### src/rtl/rx_byte_ctrl.sv
// rx_byte_ctrl: packet-level receive controller that sits behind a byte
// deserializer. It steers a 2-byte holding buffer and the RX FIFO write
// strobe, tracks the packet phase and reports errors and completion.
// Optional feature macro: PID_CHECK_EN enables the PID complement check.
//
// state    | meaning
// ---------+---------------------------------------------------------
// IDLE     | waiting for a start-of-packet edge
// SYNC     | expecting the sync byte
// PID      | expecting the PID byte
// DATA     | receiving payload and CRC16 bytes
// ERR_WAIT | packet rejected, discarding bytes until end of packet
module rx_byte_ctrl #(
  parameter logic [7:0] SYNC_BYTE = 8'h80,
  parameter int         MAX_BYTES = 64
) (
  input  logic       clk,
  input  logic       n_rst,
  input  logic       d_edge,
  input  logic       byte_received,
  input  logic [7:0] p_out,
  input  logic       eop,
  output logic       load_buf,
  output logic       flush,
  output logic       w_enable,
  output logic       rcving,
  output logic       r_error,
  output logic       rx_done,
  output logic [3:0] pid_out
);

  // Payload plus the two CRC bytes; the counter must also hold this value.
  localparam int LIMIT = MAX_BYTES + 2;
  localparam int CW    = $clog2(LIMIT + 1);

  typedef enum logic [2:0] {
    IDLE     = 3'd0,
    SYNC     = 3'd1,
    PID      = 3'd2,
    DATA     = 3'd3,
    ERR_WAIT = 3'd4
  } state_t;

  state_t        state, state_n;
  logic [CW-1:0] cnt, cnt_n;
  logic          err_n;
  logic          flush_n;
  logic          done_n;
  logic [3:0]    pid_n;
  logic          pid_ok;

`ifdef PID_CHECK_EN
  assign pid_ok = (p_out[7:4] == ~p_out[3:0]);
`else
  assign pid_ok = 1'b1;
`endif

  assign rcving = (state != IDLE);

  // State, counter and registered status outputs.
  always_ff @(posedge clk or negedge n_rst) begin
    if (!n_rst) begin
      state   <= IDLE;
      cnt     <= '0;
      r_error <= 1'b0;
      flush   <= 1'b0;
      rx_done <= 1'b0;
      pid_out <= 4'h0;
    end else begin
      state   <= state_n;
      cnt     <= cnt_n;
      r_error <= err_n;
      flush   <= flush_n;
      rx_done <= done_n;
      pid_out <= pid_n;
    end
  end

  // Next-state decode; eop always wins over a coincident byte strobe.
  always_comb begin
    state_n  = state;
    cnt_n    = cnt;
    err_n    = r_error;
    pid_n    = pid_out;
    flush_n  = 1'b0;
    done_n   = 1'b0;
    load_buf = 1'b0;
    w_enable = 1'b0;
    case (state)
      IDLE: begin
        if (d_edge) begin
          state_n = SYNC;
          flush_n = 1'b1;
          err_n   = 1'b0;
        end
      end
      SYNC: begin
        if (eop) begin
          state_n = IDLE;
          err_n   = 1'b1;
        end else if (byte_received) begin
          if (p_out == SYNC_BYTE) begin
            state_n = PID;
          end else begin
            state_n = ERR_WAIT;
            err_n   = 1'b1;
          end
        end
      end
      PID: begin
        if (eop) begin
          state_n = IDLE;
          err_n   = 1'b1;
        end else if (byte_received) begin
          if (pid_ok) begin
            // The PID also enters the buffer; it is shifted out before
            // any FIFO write because writes start at the third data byte.
            state_n  = DATA;
            pid_n    = p_out[3:0];
            cnt_n    = '0;
            load_buf = 1'b1;
          end else begin
            state_n = ERR_WAIT;
            err_n   = 1'b1;
          end
        end
      end
      DATA: begin
        if (eop) begin
          state_n = IDLE;
          if (cnt == CW'(1)) err_n  = 1'b1;
          else               done_n = 1'b1;
        end else if (byte_received) begin
          load_buf = 1'b1;
          if (cnt == CW'(LIMIT)) begin
            // Overlong packet: counter stays saturated, nothing is written.
            state_n = ERR_WAIT;
            err_n   = 1'b1;
          end else begin
            cnt_n    = cnt + CW'(1);
            w_enable = (cnt >= CW'(2));
          end
        end
      end
      ERR_WAIT: begin
        if (eop) state_n = IDLE;
      end
      default: state_n = IDLE;
    endcase
  end

endmodule

### config.mk
export PLATFORM = sky130hd
export DESIGN_NAME = rx_byte_ctrl
export DESIGN_NICKNAME = d
export VERILOG_FILES = /design/src/rtl/rx_byte_ctrl.sv
export SDC_FILE = /design/constraint.sdc
export NUM_CORES = 1
export LEC_CHECK = 0
export ABC_AREA = 1
export BUFFER_PORTS_ARGS = -buffer_cell sky130_fd_sc_hd__buf_4
export CORE_UTILIZATION = 52
export CTS_BUF_LIST = sky130_fd_sc_hd__clkbuf_16
export DETAILED_ROUTE_END_ITERATION = 7
export PLACE_DENSITY = 0.77
export SYNTH_ARGS = -nofsm -noshare
export SYNTH_HDL_FRONTEND = slang
export SYNTH_SLANG_ARGS = --single-unit
export TNS_END_PERCENT = 1
### constraint.sdc
create_clock -name clk -period 1.46 [get_ports clk]
set_input_delay 0.219 -clock clk [delete_from_list [all_inputs] [get_ports clk]]
set_output_delay 0.219 -clock clk [all_outputs]
set_load 0.03 [all_outputs]
==> run summary <==
Power spread over the standard cell area amounts to 1150 nW/µm². The total number of vias is 1124, and the data arrival time at the worst-slack endpoint is 1.46 ns. In this run the tool buffered the top-level ports with 22 buffer cells. TritonCTS built the clock tree. For the number of routed nets with antenna violations, the log shows 0. The latest clock arrival within the worst-skew pair is 0.25 ns, and the clock period minus final worst setup slack is 1.68 ns. The total overflow left after global routing is 0. The logs give 0 for the number of endpoints with negative hold slack in the final report and 0 for the count of antenna diodes in the layout. The critical path is of the register to primary output type. For this run, design rule violations remaining after detail routing come to 0. The root buffer cell chosen for the clock tree is sky130_fd_sc_hd__clkbuf_16. The wire length of the first global-routing pass was 4.68 mm. Setup violations remaining at the end of the flow were counted as 6. The routed design has 2.89 mm of wire.

The cell family contributing the most delay on the critical path is flip-flops. During synthesis, Yosys emitted a total of 0 warnings. The mean number of vias per cell works out to 5.23. Traced cell by cell, the critical path runs through ha_4, nand2_2, inv_2, nand3_2, nand2_2, a311oi_4, buf_6. For the number of buffers on the longest clock path, the log shows 2. The top cell types in the final layout, fill and taps aside, are sky130_fd_sc_hd__nand2_1, sky130_fd_sc_hd__buf_4, sky130_fd_sc_hd__nor2_1, sky130_fd_sc_hd__inv_1, sky130_fd_sc_hd__dfrtp_1. Static timing analysis puts the maximum clock frequency at 0.595 GHz. The tools report the endpoint required time on the critical path as 1.24 ns. The standard cell core area came out at 1800 µm². The first TritonRoute pass finished after 4 iterations. In this run the tightest slew margin relative to its limit is 82.8%.

The post-route standard cell area excluding fillers is 1530 µm², and the number of placed cells counting well taps is 208. The tools report the number of slew-limit violations in the final report as 0. STA classifies the critical path startpoint as a register. The layout has 112 filler cells. The clock transition at the registers of the reported paths is 0.05 ns.

After the first detailed-routing iteration, the DRC count stood at 49. The tools report the combined global-route utilization of all metal layers as 30.5%. Along the worst path, the maximum fanout reaches 2.

Leaving out fill and tap cells, the most frequent cell in the layout is sky130_fd_sc_hd__nand2_1. Leaving out filler cells and counting taps, the final layout contains 215. Among all stages on the critical path, the largest delay is contributed by sky130_fd_sc_hd__dfrtp_1. Counting every instance in the synthesized netlist gives 149.

The total power after layout is 1750 µW, and the synthesis-stage register bit count is 17. Setup repair after global routing could not meet its margin everywhere. For the minimum setup slack in the final design, the log shows -0.220 ns. The min-delay analysis places its worst path in the category primary input to register.

The checks that failed: negative setup slack. The floorplan step defined a die boundary enclosing 2190 µm². The placed instances occupy a cell area of 1350 µm². Counting the buffers created by CTS gives 3.

The ratio of final minimum period to clock period works out to 115%. The largest total area in the synthesized netlist belongs to sky130_fd_sc_hd__dfrtp_1. The run gives 23 as the boundary pin count. The number of buffer and inverter instances along the worst setup path came out at 2.

The placed wire-length estimate after detailed placement was 1.92 mm; the leakage component of the power was 0.000805 µW. Routability-driven placement finished with a final weighted congestion of 0.894. The horizontal extent of the die was 46.8 µm. IR analysis of the VDD net gives a maximum drop of 951 µV. The average wire length per cell after detail routing came out at 13.5 µm.

The tree built by TritonCTS fans out to 17 sinks. In this run the vertical extent of the chip is 46.8 µm. Sequential elements use 40.8% of the synthesized area. For the number of global-route vias before repair, the log shows 1079. The setup clock skew after layout is 0.000949 ns, and the share of layout cells above drive strength 1 is 33.7%. The run gives 165 as the synthesized net count. Entering global routing, the biggest net connects 18 pins. The area of the mapped netlist was 1040 µm²; the average cell area after synthesis was 6.99 µm². The worst setup path is captured at a primary output. The hold slack is 0.218 ns. Across the run, the number of max-cap violations was 0. The floorplan row count is 15. The run finished, with violations left. For this run, the slowest stage of the critical path takes 0.42 ns.

Setup total negative slack on the finished layout was measured at -0.364 ns. By area the synthesized netlist is led by sky130_fd_sc_hd__dfrtp_1, sky130_fd_sc_hd__nand2_1, sky130_fd_sc_hd__nor2_1. The net count of the finished layout is 207. The effective utilization at floorplan is 57.8%. The cell that appears most often on the critical path is sky130_fd_sc_hd__nand2_2. The fraction of post-synthesis cell area in the top cell type by area was 40.8%; the slew of the pin with the lowest slew margin was 0.258 ns.

Relative to the synthesized area, the layout overhead comes to 46.6%. For the H-tree depth, the log shows 1. The run gives 0 as the initial antenna violation count. The count of distinct cell types in the synthesized netlist was 21.
-- layer usage --
layer	wire (µm)	share of wire [%]	up-vias	global-route usage, %
met5	0	0	-	0
met4	23	0.79	0	10.3
met3	118	4.1	4	3.46
met2	1570	54	38	56.4
met1	1190	41	529	36.5
li1	-	-	553	-
-- what timing repair did --
| item | in CTS | in global routing |
|---|---|---|
| pin swaps | 2 | 4 |
| hold buffers | 1 | 0 |
| hold endpoints to repair | 17 | 0 |
| setup buffers | 2 | 0 |
| resized for setup | 10 | 13 |
| endpoints found under the setup margin | 3 | 14 |
-- state kept, by name, summed over array words and instances, names as in the netlist --
signal / count
rx_done: 1
cnt: 7
r_error: 1
state: 3
flush: 1
pid_out: 4
-- logic make-up after synthesis --
logic type | count (synthesis) | share of synthesized area (%)
adders and majority gates | 3 | 3.60
and+or+nand+nor | 87 | 36.3
AOI/OAI and AO/OA | 19 | 10.1
xor gates and xnor gates | 2 | 1.68
buffers and inverters | 21 | 7.56
DFF | 17 | 40.8
-- cell type report --
cell class / instances / area [µm²] / area share [%]
clock inverter: 1 / 3.75 / 0.246
tap: 25 / 31.3 / 2.05
inverter: 21 / 81.3 / 5.32
sequential: 17 / 428 / 28.0
multi-input combinational: 111 / 621 / 40.6
clock buffer: 3 / 75.1 / 4.91
timing repair buffer: 37 / 288 / 18.8
-- worst paths after layout --
path / from / to / slack (ns) / cells after the start
min in group asynchronous: n_rst / rx_done$_DFF_PN0_ / 0.40 / 2
hold reg to reg: pid_out[1]$_DFFE_PN0P_ / pid_out[1]$_DFFE_PN0P_ / 0.49 / 2
max in group asynchronous: n_rst / state[1]$_DFFE_PN0P_ / 0.85 / 2
hold / removal: d_edge / flush$_DFF_PN0_ / 0.22 / 3
setup / recovery: cnt[1]$_DFFE_PN0P_ / w_enable / -0.22 / 7
setup reg to reg: cnt[1]$_DFFE_PN0P_ / r_error$_DFFE_PN0P_ / -0.10 / 12
-- metrics by stage --
step                      util (%)  setup WS, ns
after detailed placement      75.1      -0.00737
after global placement        75.1        0.0283
after CTS                     82.8        -0.240
final                         84.8        -0.220
after global routing          84.8        -0.265
after floorplan                  -       -0.0217
-- report_power, final --
group / switching [µW] / internal [µW] / total (µW)
registers: 56.4 / 534 / 590
clock network: 178 / 364 / 541
logic: 379 / 239 / 619
-- synthesized netlist by cell type --
library cell / number
sky130_fd_sc_hd__ha_1: 3
sky130_fd_sc_hd__nand4_1: 1
sky130_fd_sc_hd__nor3_1: 1
sky130_fd_sc_hd__nor2_1: 21
sky130_fd_sc_hd__o21bai_1: 1
sky130_fd_sc_hd__inv_2: 3
sky130_fd_sc_hd__a31o_2: 1
sky130_fd_sc_hd__nand3_1: 14
sky130_fd_sc_hd__nor3_2: 1
sky130_fd_sc_hd__o21ai_1: 4
sky130_fd_sc_hd__nand2_4: 1
sky130_fd_sc_hd__o21ai_0: 11
sky130_fd_sc_hd__nand2_2: 3
sky130_fd_sc_hd__nor2_2: 1
sky130_fd_sc_hd__xor2_1: 2
sky130_fd_sc_hd__inv_1: 18
sky130_fd_sc_hd__a311oi_1: 1
sky130_fd_sc_hd__nand3_2: 1
sky130_fd_sc_hd__a21oi_1: 1
sky130_fd_sc_hd__dfrtp_1: 17
sky130_fd_sc_hd__nand2_1: 43
-- worst min-delay path, cell delays in order --
cell,delay [ns]
sky130_fd_sc_hd__buf_4,0.08
sky130_fd_sc_hd__inv_1,0.04
sky130_fd_sc_hd__nor2_1,0.09
(Power assumes the default switching activity.)
